$ cat config.mk
export PLATFORM = sky130hd
export DESIGN_NAME = bus_arbiter_flat
export DESIGN_NICKNAME = d
export VERILOG_FILES = /design/src/rtl/bus_arb_pkg.sv /design/src/rtl/bus_arbiter_if.sv /design/src/rtl/bus_arb_rr.sv /design/src/rtl/bus_arbiter.sv /design/src/flat_wrapper.sv
export SDC_FILE = /design/constraint.sdc
export NUM_CORES = 1
export LEC_CHECK = 0
export BUFFER_PORTS_ARGS = -buffer_cell sky130_fd_sc_hd__buf_2
export CELL_PAD_IN_SITES_DETAIL_PLACEMENT = 2
export CELL_PAD_IN_SITES_GLOBAL_PLACEMENT = 2
export CORE_MARGIN = 1.5
export CORE_UTILIZATION = 30
export CTS_CLUSTER_SIZE = 20
export DETAILED_ROUTE_END_ITERATION = 8
export HOLD_SLACK_MARGIN = 0.15
export PLACE_DENSITY_LB_ADDON = 0.1
export SKIP_LAST_GASP = 1
export SLEW_MARGIN = 20
export SYNTH_ARGS = -nofsm -noshare
export SYNTH_HDL_FRONTEND = slang
export SYNTH_HIERARCHICAL = 1
export SYNTH_SLANG_ARGS = --single-unit
$ cat constraint.sdc
create_clock -name i_cpu_clk -period 2.7 [get_ports i_cpu_clk]
set_input_delay 0.405 -clock i_cpu_clk [delete_from_list [all_inputs] [get_ports i_cpu_clk]]
set_output_delay 0.405 -clock i_cpu_clk [all_outputs]
set_load 0.005 [all_outputs]
$ cat src/rtl/bus_arb_pkg.sv
// bus_arb_pkg: shared types and constants for the two-requester bus arbiter.
// The optional bus-ready watchdog in bus_arbiter is enabled by defining BUS_ARB_TIMEOUT_EN.
package bus_arb_pkg;

    // Transaction sequencer states
    typedef enum logic [1:0] {
        IDLE = 2'd0,
        BUSY = 2'd1,
        ACK  = 2'd2
    } arb_state_t;

    // Requester indices: CPU core on port 0, auxiliary master (DMA/video) on port 1
    localparam int REQ_CPU = 0;
    localparam int REQ_AUX = 1;

    // Default bus-ready watchdog limit and watchdog counter width
    localparam int TIMEOUT_CYCLES_DEF = 255;
    localparam int WDOG_W             = 16;

endpackage

$ cat src/rtl/bus_arbiter_if.sv
// bus_arbiter_if: requester-side and external-bus-side signals of the arbiter.
// The slave modport is the arbiter's view; master is the view of whatever drives
// the requests and the external bus (CPU/DMA/bus model).
interface bus_arbiter_if #(
    parameter int ADDR_W = 32,
    parameter int DATA_W = 32
);
    // Requester side
    logic [1:0]        i_req;
    logic [1:0]        i_we;
    logic [ADDR_W-1:0] i_addr0;
    logic [ADDR_W-1:0] i_addr1;
    logic [DATA_W-1:0] i_wdata0;
    logic [DATA_W-1:0] i_wdata1;
    logic [1:0]        o_ack;
    logic [1:0]        o_err;
    logic [DATA_W-1:0] o_rdata;
    logic [1:0]        o_gnt;

    // External bus side
    logic              o_bus_cyc;
    logic              o_bus_we;
    logic [ADDR_W-1:0] o_bus_addr;
    logic [DATA_W-1:0] o_bus_data;
    logic [DATA_W-1:0] i_bus_data;
    logic              i_bus_data_ready;

    modport slave (
        input  i_req, i_we, i_addr0, i_addr1, i_wdata0, i_wdata1,
        input  i_bus_data, i_bus_data_ready,
        output o_ack, o_err, o_rdata, o_gnt,
        output o_bus_cyc, o_bus_we, o_bus_addr, o_bus_data
    );

    modport master (
        output i_req, i_we, i_addr0, i_addr1, i_wdata0, i_wdata1,
        output i_bus_data, i_bus_data_ready,
        input  o_ack, o_err, o_rdata, o_gnt,
        input  o_bus_cyc, o_bus_we, o_bus_addr, o_bus_data
    );
endinterface

$ cat src/rtl/bus_arb_rr.sv
// bus_arb_rr: combinational two-way round-robin pick.
// A lone requester always wins; on a tie the requester that did not own the bus
// last time wins.
module bus_arb_rr
    import bus_arb_pkg::*;
(
    input  logic [1:0] req,
    input  logic       last_owner,
    output logic [1:0] winner,
    output logic       valid
);

    // Requester gi wins if it asks and either the other one is silent or gi was not last owner
    for (genvar gi = 0; gi < 2; gi++) begin : g_pick
        assign winner[gi] = req[gi] & (~req[1-gi] | (last_owner != 1'(gi)));
    end

    assign valid = |req;

endmodule

$ cat src/rtl/bus_arbiter.sv
// bus_arbiter: two-requester round-robin arbiter and sequencer for the shared
// external memory/IO bus. Requester 0 is the CPU, requester 1 the auxiliary master.
// Optional feature macro: BUS_ARB_TIMEOUT_EN (bus-ready watchdog, TIMEOUT_CYCLES).
module bus_arbiter
    import bus_arb_pkg::*;
#(
    parameter int ADDR_W         = 32,
    parameter int DATA_W         = 32,
    parameter int TIMEOUT_CYCLES = TIMEOUT_CYCLES_DEF
) (
    input  logic           i_cpu_clk,
    input  logic           i_rst,
    bus_arbiter_if.slave   bus
);

    arb_state_t        state_reg;
    logic              last_owner_reg;
    logic [1:0]        winner;
    logic              win_valid;
    logic              timeout_hit;
    logic              we_sel;
    logic [ADDR_W-1:0] addr_sel;
    logic [DATA_W-1:0] wdata_sel;

    bus_arb_rr u_rr (
        .req        (bus.i_req),
        .last_owner (last_owner_reg),
        .winner     (winner),
        .valid      (win_valid)
    );

    // Route the winning requester's transaction fields toward the bus registers
    always_comb begin
        we_sel    = bus.i_we[REQ_CPU];
        addr_sel  = bus.i_addr0;
        wdata_sel = bus.i_wdata0;
        if (winner[REQ_AUX]) begin
            we_sel    = bus.i_we[REQ_AUX];
            addr_sel  = bus.i_addr1;
            wdata_sel = bus.i_wdata1;
        end
    end

`ifdef BUS_ARB_TIMEOUT_EN
    localparam logic [WDOG_W-1:0] WDOG_LAST = WDOG_W'(TIMEOUT_CYCLES - 1);
    logic [WDOG_W-1:0] wdog_reg;

    // Watchdog: held at zero outside a transaction, counts every BUSY cycle
    always_ff @(posedge i_cpu_clk or negedge i_rst) begin
        if (!i_rst) begin
            wdog_reg <= '0;
        end else if (state_reg == IDLE) begin
            wdog_reg <= '0;
        end else if (state_reg == BUSY) begin
            wdog_reg <= wdog_reg + 1'b1;
        end
    end

    // Last permitted BUSY cycle; an edge that sees this without ready times out
    assign timeout_hit = (state_reg == BUSY) && (wdog_reg == WDOG_LAST);
`else
    assign timeout_hit = 1'b0;
    wire unused_timeout_cfg = (TIMEOUT_CYCLES != 0);
`endif

    // Sequencer FSM: issue on grant, wait for ready (or timeout), pulse ack, release
    always_ff @(posedge i_cpu_clk or negedge i_rst) begin
        if (!i_rst) begin
            state_reg      <= IDLE;
            last_owner_reg <= 1'(REQ_AUX);
            bus.o_ack      <= '0;
            bus.o_err      <= '0;
            bus.o_rdata    <= '0;
            bus.o_gnt      <= '0;
            bus.o_bus_cyc  <= 1'b0;
            bus.o_bus_we   <= 1'b0;
            bus.o_bus_addr <= '0;
            bus.o_bus_data <= '0;
        end else begin
            case (state_reg)
                IDLE: begin
                    if (win_valid) begin
                        bus.o_bus_we   <= we_sel;
                        bus.o_bus_addr <= addr_sel;
                        bus.o_bus_data <= wdata_sel;
                        bus.o_gnt      <= winner;
                        bus.o_bus_cyc  <= 1'b1;
                        last_owner_reg <= winner[REQ_AUX];
                        state_reg      <= BUSY;
                    end
                end
                BUSY: begin
                    // Ready takes priority over a coinciding timeout
                    if (bus.i_bus_data_ready) begin
                        bus.o_rdata   <= bus.o_bus_we ? '0 : bus.i_bus_data;
                        bus.o_ack     <= bus.o_gnt;
                        bus.o_bus_cyc <= 1'b0;
                        state_reg     <= ACK;
                    end else if (timeout_hit) begin
                        bus.o_rdata   <= '0;
                        bus.o_ack     <= bus.o_gnt;
                        bus.o_err     <= bus.o_gnt;
                        bus.o_bus_cyc <= 1'b0;
                        state_reg     <= ACK;
                    end
                end
                ACK: begin
                    bus.o_ack   <= '0;
                    bus.o_err   <= '0;
                    bus.o_rdata <= '0;
                    bus.o_gnt   <= '0;
                    state_reg   <= IDLE;
                end
                default: begin
                    state_reg <= IDLE;
                end
            endcase
        end
    end

endmodule

$ cat src/flat_wrapper.sv
// flat-port wrapper written by rule: the top's interface ports become plain ports
module bus_arbiter_flat import bus_arb_pkg::*;
#(
    parameter int ADDR_W         = 32,
    parameter int DATA_W         = 32,
    parameter int TIMEOUT_CYCLES = TIMEOUT_CYCLES_DEF
)
  (i_cpu_clk, i_rst, bus_i_req, bus_i_we, bus_i_addr0, bus_i_addr1, bus_i_wdata0, bus_i_wdata1, bus_i_bus_data, bus_i_bus_data_ready, bus_o_ack, bus_o_err, bus_o_rdata, bus_o_gnt, bus_o_bus_cyc, bus_o_bus_we, bus_o_bus_addr, bus_o_bus_data);
  bus_arbiter_if #(.ADDR_W(ADDR_W), .DATA_W(DATA_W)) bus_i ();
  input  logic i_cpu_clk;
  input  logic i_rst;
  input wire logic [$bits(bus_i.i_req)-1:0] bus_i_req;
  input wire logic [$bits(bus_i.i_we)-1:0] bus_i_we;
  input wire logic [$bits(bus_i.i_addr0)-1:0] bus_i_addr0;
  input wire logic [$bits(bus_i.i_addr1)-1:0] bus_i_addr1;
  input wire logic [$bits(bus_i.i_wdata0)-1:0] bus_i_wdata0;
  input wire logic [$bits(bus_i.i_wdata1)-1:0] bus_i_wdata1;
  input wire logic [$bits(bus_i.i_bus_data)-1:0] bus_i_bus_data;
  input wire logic [$bits(bus_i.i_bus_data_ready)-1:0] bus_i_bus_data_ready;
  output wire logic [$bits(bus_i.o_ack)-1:0] bus_o_ack;
  output wire logic [$bits(bus_i.o_err)-1:0] bus_o_err;
  output wire logic [$bits(bus_i.o_rdata)-1:0] bus_o_rdata;
  output wire logic [$bits(bus_i.o_gnt)-1:0] bus_o_gnt;
  output wire logic [$bits(bus_i.o_bus_cyc)-1:0] bus_o_bus_cyc;
  output wire logic [$bits(bus_i.o_bus_we)-1:0] bus_o_bus_we;
  output wire logic [$bits(bus_i.o_bus_addr)-1:0] bus_o_bus_addr;
  output wire logic [$bits(bus_i.o_bus_data)-1:0] bus_o_bus_data;
  assign bus_i.i_req = bus_i_req;
  assign bus_i.i_we = bus_i_we;
  assign bus_i.i_addr0 = bus_i_addr0;
  assign bus_i.i_addr1 = bus_i_addr1;
  assign bus_i.i_wdata0 = bus_i_wdata0;
  assign bus_i.i_wdata1 = bus_i_wdata1;
  assign bus_i.i_bus_data = bus_i_bus_data;
  assign bus_i.i_bus_data_ready = bus_i_bus_data_ready;
  assign bus_o_ack = bus_i.o_ack;
  assign bus_o_err = bus_i.o_err;
  assign bus_o_rdata = bus_i.o_rdata;
  assign bus_o_gnt = bus_i.o_gnt;
  assign bus_o_bus_cyc = bus_i.o_bus_cyc;
  assign bus_o_bus_we = bus_i.o_bus_we;
  assign bus_o_bus_addr = bus_i.o_bus_addr;
  assign bus_o_bus_data = bus_i.o_bus_data;
  bus_arbiter #(.ADDR_W(ADDR_W), .DATA_W(DATA_W), .TIMEOUT_CYCLES(TIMEOUT_CYCLES)) u_core (.i_cpu_clk(i_cpu_clk), .i_rst(i_rst), .bus(bus_i));
endmodule
=== Word-level counts from Yosys, hierarchy flattened ===
Index checks and enable logic that the tools add are counted.

* Flip-flop bits (word level): 105
* Input port bits: 167
* Output and inout bits: 104
* Word-level logic and storage cells: 46

* Eq/ne operators: 4
* Muxes and demuxes: 16
* Bitwise logic cells: 7
* Reduce and logical (&&, ||, !) cells: 10

{| class="wikitable"
|+ Operator list
! cell !! number
|-
| $mux W32 || 4
|-
| $pmux W32 S2 || 1
|-
| $pmux W2 S2 || 3
|-
| $mux W2 || 4
|-
| $reduce_and A2 Y1 || 4
|-
| $reduce_bool A2 Y1 || 3
|-
| $ne A2 B2 Y1 const B || 2
|-
| $mux W1 || 3
|-
| $not A1 Y1 || 3
|-
| $reduce_and A3 Y1 || 1
|-
| $and A1 B1 Y1 || 2
|-
| $eq A2 B1 Y1 const B || 1
|-
| $eq A2 B2 Y1 const B || 1
|-
| $logic_not A2 Y1 || 1
|-
| $or A1 B1 Y1 || 2
|-
| $pmux W1 S2 || 1
|-
| $reduce_or A2 Y1 || 1
|}

=== Longest topological paths before layout ===
* Depth in word-level cells: 5
* Gate-level depth with buffers: 5
* Mapped depth without buffers: 4

=== Cells and area by module ===
Netlist, hierarchy kept.

{| class="wikitable"
|+ Modules (own cells, without submodules)
! module !! instances !! cells an instance !! area each (um2) !! sequential area each (um2)
|-
| bus_arbiter || 1 || 321 || 4849.7 || 2628.8
|-
| bus_arb_rr || 1 || 4 || 25.0 || 0.0
|}

=== Worst setup path before layout ===
Ideal clock, no wire load.

* Path type: in2reg
* Start: input bus_i_req[1]
* End: register u_core.bus.o_bus_addr[0]
* Library setup time: 0.125 ns
* Arrival time: 1.605 ns
* Required time: 2.575 ns
* Slack: 0.971 ns
* Cell stages on the path: 4
* Buffers on the path: 1
* Path through: a21boi_1 -> buf_1 -> mux2_2 -> mux2_2

* Word-level cells in the longest chain between the ends: 2
* Elaborated cells between the ends (all ways): 4
* Those cells by class: 1 x mux; 1 x bitwise; 2 x reduce/logical

{| class="wikitable"
|+ Ends and longest elaborated chain
! item !! line !! source
|-
| start: declaration || flat_wrapper.sv:12 || <nowiki>input wire logic [$bits(bus_i.i_req)-1:0] bus_i_req;</nowiki>
|-
| $and A1 B1 Y1 / $reduce_or A2 Y1 (equally long branches) || bus_arb_rr.sv:15, bus_arb_rr.sv:18 ||
|-
| $mux W32 / $reduce_and A2 Y1 (equally long branches) || -- ||
|-
| end signal: assignment || bus_arbiter.sv:84 || <nowiki>bus.o_bus_addr <= addr_sel;</nowiki>
|-
| end: declaration || bus_arbiter_if.sv:32 || <nowiki>output o_bus_cyc, o_bus_we, o_bus_addr, o_bus_data</nowiki>
|}

Several ways; a longest one is shown, not always the timed one.
A chain may end at the register's enable or synchronous reset.

=== Worst setup path after layout ===
* Start: register u_core.state_reg[0]
* End: register u_core.bus.o_rdata[10]

* Word-level cells in the longest chain between the ends: 3
* Elaborated cells between the ends (all ways): 6
* Those cells by class: 3 x eq/ne; 1 x mux; 2 x reduce/logical

{| class="wikitable"
|+ Ends and longest elaborated chain
! item !! line !! source
|-
| start: declaration || bus_arbiter.sv:16 || <nowiki>arb_state_t state_reg;</nowiki>
|-
| start signal: assignment || bus_arbiter.sv:69 || <nowiki>state_reg <= IDLE;</nowiki>
|-
| start signal: assignment || bus_arbiter.sv:89 || <nowiki>state_reg <= BUSY;</nowiki>
|-
| start signal: assignment || bus_arbiter.sv:98 || <nowiki>state_reg <= ACK;</nowiki>
|-
| $eq A2 B1 Y1 / $eq A2 B2 Y1 (equally long branches) || bus_arbiter.sv:80 || <nowiki>case (state_reg)</nowiki>
|-
| $ne A2 B2 Y1 (no line) / $reduce_bool A2 Y1 (equally long branches) || -- ||
|-
| $reduce_and A2 Y1 (no line) || -- ||
|-
| end signal: assignment || bus_arbiter.sv:95 || <nowiki>bus.o_rdata <= bus.o_bus_we ? '0 : bus.i_bus_data;</nowiki>
|-
| end: declaration || bus_arbiter_if.sv:31 || <nowiki>output o_ack, o_err, o_rdata, o_gnt,</nowiki>
|}

Several ways; a longest one is shown, not always the timed one.

==> impl_metrics.toml <==
[run_status]
status = "completed"

[layout]
fin_cells = 806
final_util_pct = 42.2
final_nets = 752
syn2layout_area_growth_pct = 37.4
fin_area_um2 = 6700
top_regs = "u_core/bus.o_bus_addr (32), u_core/bus.o_bus_data (32), u_core/bus.o_rdata (32)"
diodes = 0
fillCellCount = 1719
layout-drive-gt1-share_pct = 72.4

[setup_path]
criticalPathCategory = "reg -> reg"
cp.arrival_ns = 2.21
reg2reg_from = "u_core/state_reg[0]$_DFFE_PN0P_"
cp_data_required_time_ns = 2.93
endpoint = "u_core/bus.o_rdata[10]$_DFFE_PN0P_"
worstSetupEndpointType = "register"
reg2reg_to = "u_core/bus.o_rdata[10]$_DFFE_PN0P_"
worst_setup_path_start_kind = "register"
reg2reg_slack_ns = 0.72
setup.worst_path.start = "u_core/state_reg[0]$_DFFE_PN0P_"
rr_worst_depth = 2
crit_fanout = 34

[routing]
routedWlPerCell_um = 18.2
drc = 0
routed_via_density = 4.73
dr.first_iter.drc_count = 118
ant_nets = 0
wirelength_um = 14700
first_pass_iters = 4
num_vias = 3813

[cts]
clock_sinks = 105
postCtsSetupBuffers = 0
cts_tree = "built"
htreeDepth = 3
clk_latency_ns = 0.35
cts_buffer_depth = 2
cts-root-buf = "clkbuf_16"
path_clk_slew_ns = 0.08
cts-resized-gates = 0
cts_buffers = 9

[yosys]
synth-edff-count = 0
ys_top_cells_by_area = "dfrtp_1 (53%), mux2_2 (26%), a32o_1 (6.6%)"
yosysTopAreaCellShare_pct = 53.4
synth_commonest_cells = "mux2_2 (113), dfrtp_1 (104), a32o_1 (32)"
synth_async_sr_flop_share_pct = 100
yosysUniqueCellTypes = 27
syn_area_um2 = 4870
yosysSeqAreaShare_pct = 53.9
ys_warn_count = 6
yosysTopAreaCell = "dfrtp_1"
ys.flop_type = "dfrtp_1"
synth.most_common_cell = "mux2_2"
synth-seq-cells = 105
syn_area_per_cell_um2 = 15.0
syn-instance-count = 325

[floorplan]
start_util_pct = 30.7
core_um2 = 15900
io_pins = 271
die_w_um = 130
dieHeight_um = 130
rows = 46
die-area_um2 = 17000

[global_route]
gr-usage-all-layers_pct = 17.0
antenna_found_initial = 0
grt_max_degree = 54
globalRouteOverflowTotal = 0
grt_pass1_wl_um = 21900
first_global_vias = 3966

[timing]
tns_ns = 0
final.setup_skew_ns = 0.00562
rsz0062_at_grt = "no"
max_slew_margin_pct = 48.1
worst_slew_pin_slew_ns = 0.774
finalHoldViolCount = 0
setup_viol = 0
min_period_over_period_pct = 73.3
slew_violations = 0
max_freq_mhz = 505
min_period_ns = 1.98

[place]
place_inst = 789
dpl-instance-area_um2 = 6400
dp_hpwl_um = 11000
place.gp.congestion = 0.697
portBuffers = 268

[min_path]
holdCritPathClass = "in -> reg"

[power]
p_leak_nw = 3.31
peakVddDrop_mv = 0.366
power_density_nw_per_um2 = 1020

[job]
timing.max_cap.violations = 0
## layout make-up
cell class	count	area (um^2)	share of cell area (%)
clock buffer	9	225	3.36
clock inverter	7	60.1	0.896
inverter	4	15.0	0.224
multi-input combinational	189	2070	30.9
sequential	105	2630	39.2
tap	216	270	4.03
timing repair buffer	276	1430	21.4
## what timing repair did
item                                    CTS  global route
hold buffers                              1             0
endpoints found under the hold margin    26             0
endpoints found under the setup margin    0             0
## cells by family (layout without fill, tap and decap cells)
| family | after synthesis | in the layout | share of synthesized area [%] |
|---|---|---|---|
| other cells | 1 | 2 | 0.0769 |
| buf+inv | 32 | 296 | 3.93 |
| flops | 105 | 105 | 53.9 |
| mux | 131 | 131 | 31.6 |
| simple gates | 15 | 15 | 2.39 |
| compound gates | 41 | 41 | 8.03 |
## where the power goes
group	total (W)	switching [W]	internal (W)
sequential	0.00273	0.000417	0.00231
combinational	0.00280	0.00118	0.00162
clock	0.00127	0.000627	0.000643
total	0.00680	0.00223	0.00458
## metal layers
layer | wire length [um] | vias to the layer above | track usage, %
met4 | 226 | 0 | 5.75
met2 | 7320 | 172 | 29.5
met1 | 5740 | 1899 | 19.7
met3 | 1410 | 14 | 5.58
li1 | - | 1728 | -
met5 | 0 | - | 0
## worst min path at each step
stage	depth (start not counted)	slack [ns]	end	startpoint
CTS	2	0.25	u_core/bus.o_rdata[18]$_DFFE_PN0P_	bus_i_bus_data[18]
floorplan	0	0.11	u_core/bus.o_ack[0]$_DFFE_PN0P_	i_rst
finish	2	0.27	u_core/bus.o_rdata[18]$_DFFE_PN0P_	bus_i_bus_data[18]
global placement	1	0.36	u_core/bus.o_bus_addr[17]$_DFFE_PN0P_	i_rst
global route	2	0.26	u_core/bus.o_rdata[22]$_DFFE_PN0P_	bus_i_bus_data[22]
detailed placement	1	0.36	u_core/bus.o_bus_addr[17]$_DFFE_PN0P_	i_rst
## layout by cell type, fill, tap and decap left out, drive strengths merged
cell	n
inv	8
and4bb	1
conb	2
dfrtp	104
clkinv	2
nand3b	1
clkbuf	9
dfstp	1
nor4bb	1
a211o	1
buf	275
nand3	2
a21o	2
o221ai	2
a21oi	1
a32o	32
nand2b	4
nand2	2
a21boi	2
mux2	131
dlygate4sd3	1
nor3b	3
clkinvlp	1
or2	1
a221o	1
## critical path, stage by stage, from the launching register on
cell	delay, ns
dfrtp_1	0.64
nand3b_2	0.69
a32o_1	0.51
## through the flow
step	hold WS [ns]	total power, W	setup slack, ns
final	0.266	0.00680	0.721
after global routing	0.258	0.00729	0.619
after CTS	0.248	0.00694	0.749
after detailed placement	0.361	0.00563	0.621
after global placement	0.360	0.00551	0.655
after floorplan	0.109	0.00437	0.971
Power figures use the tool's default switching activity.
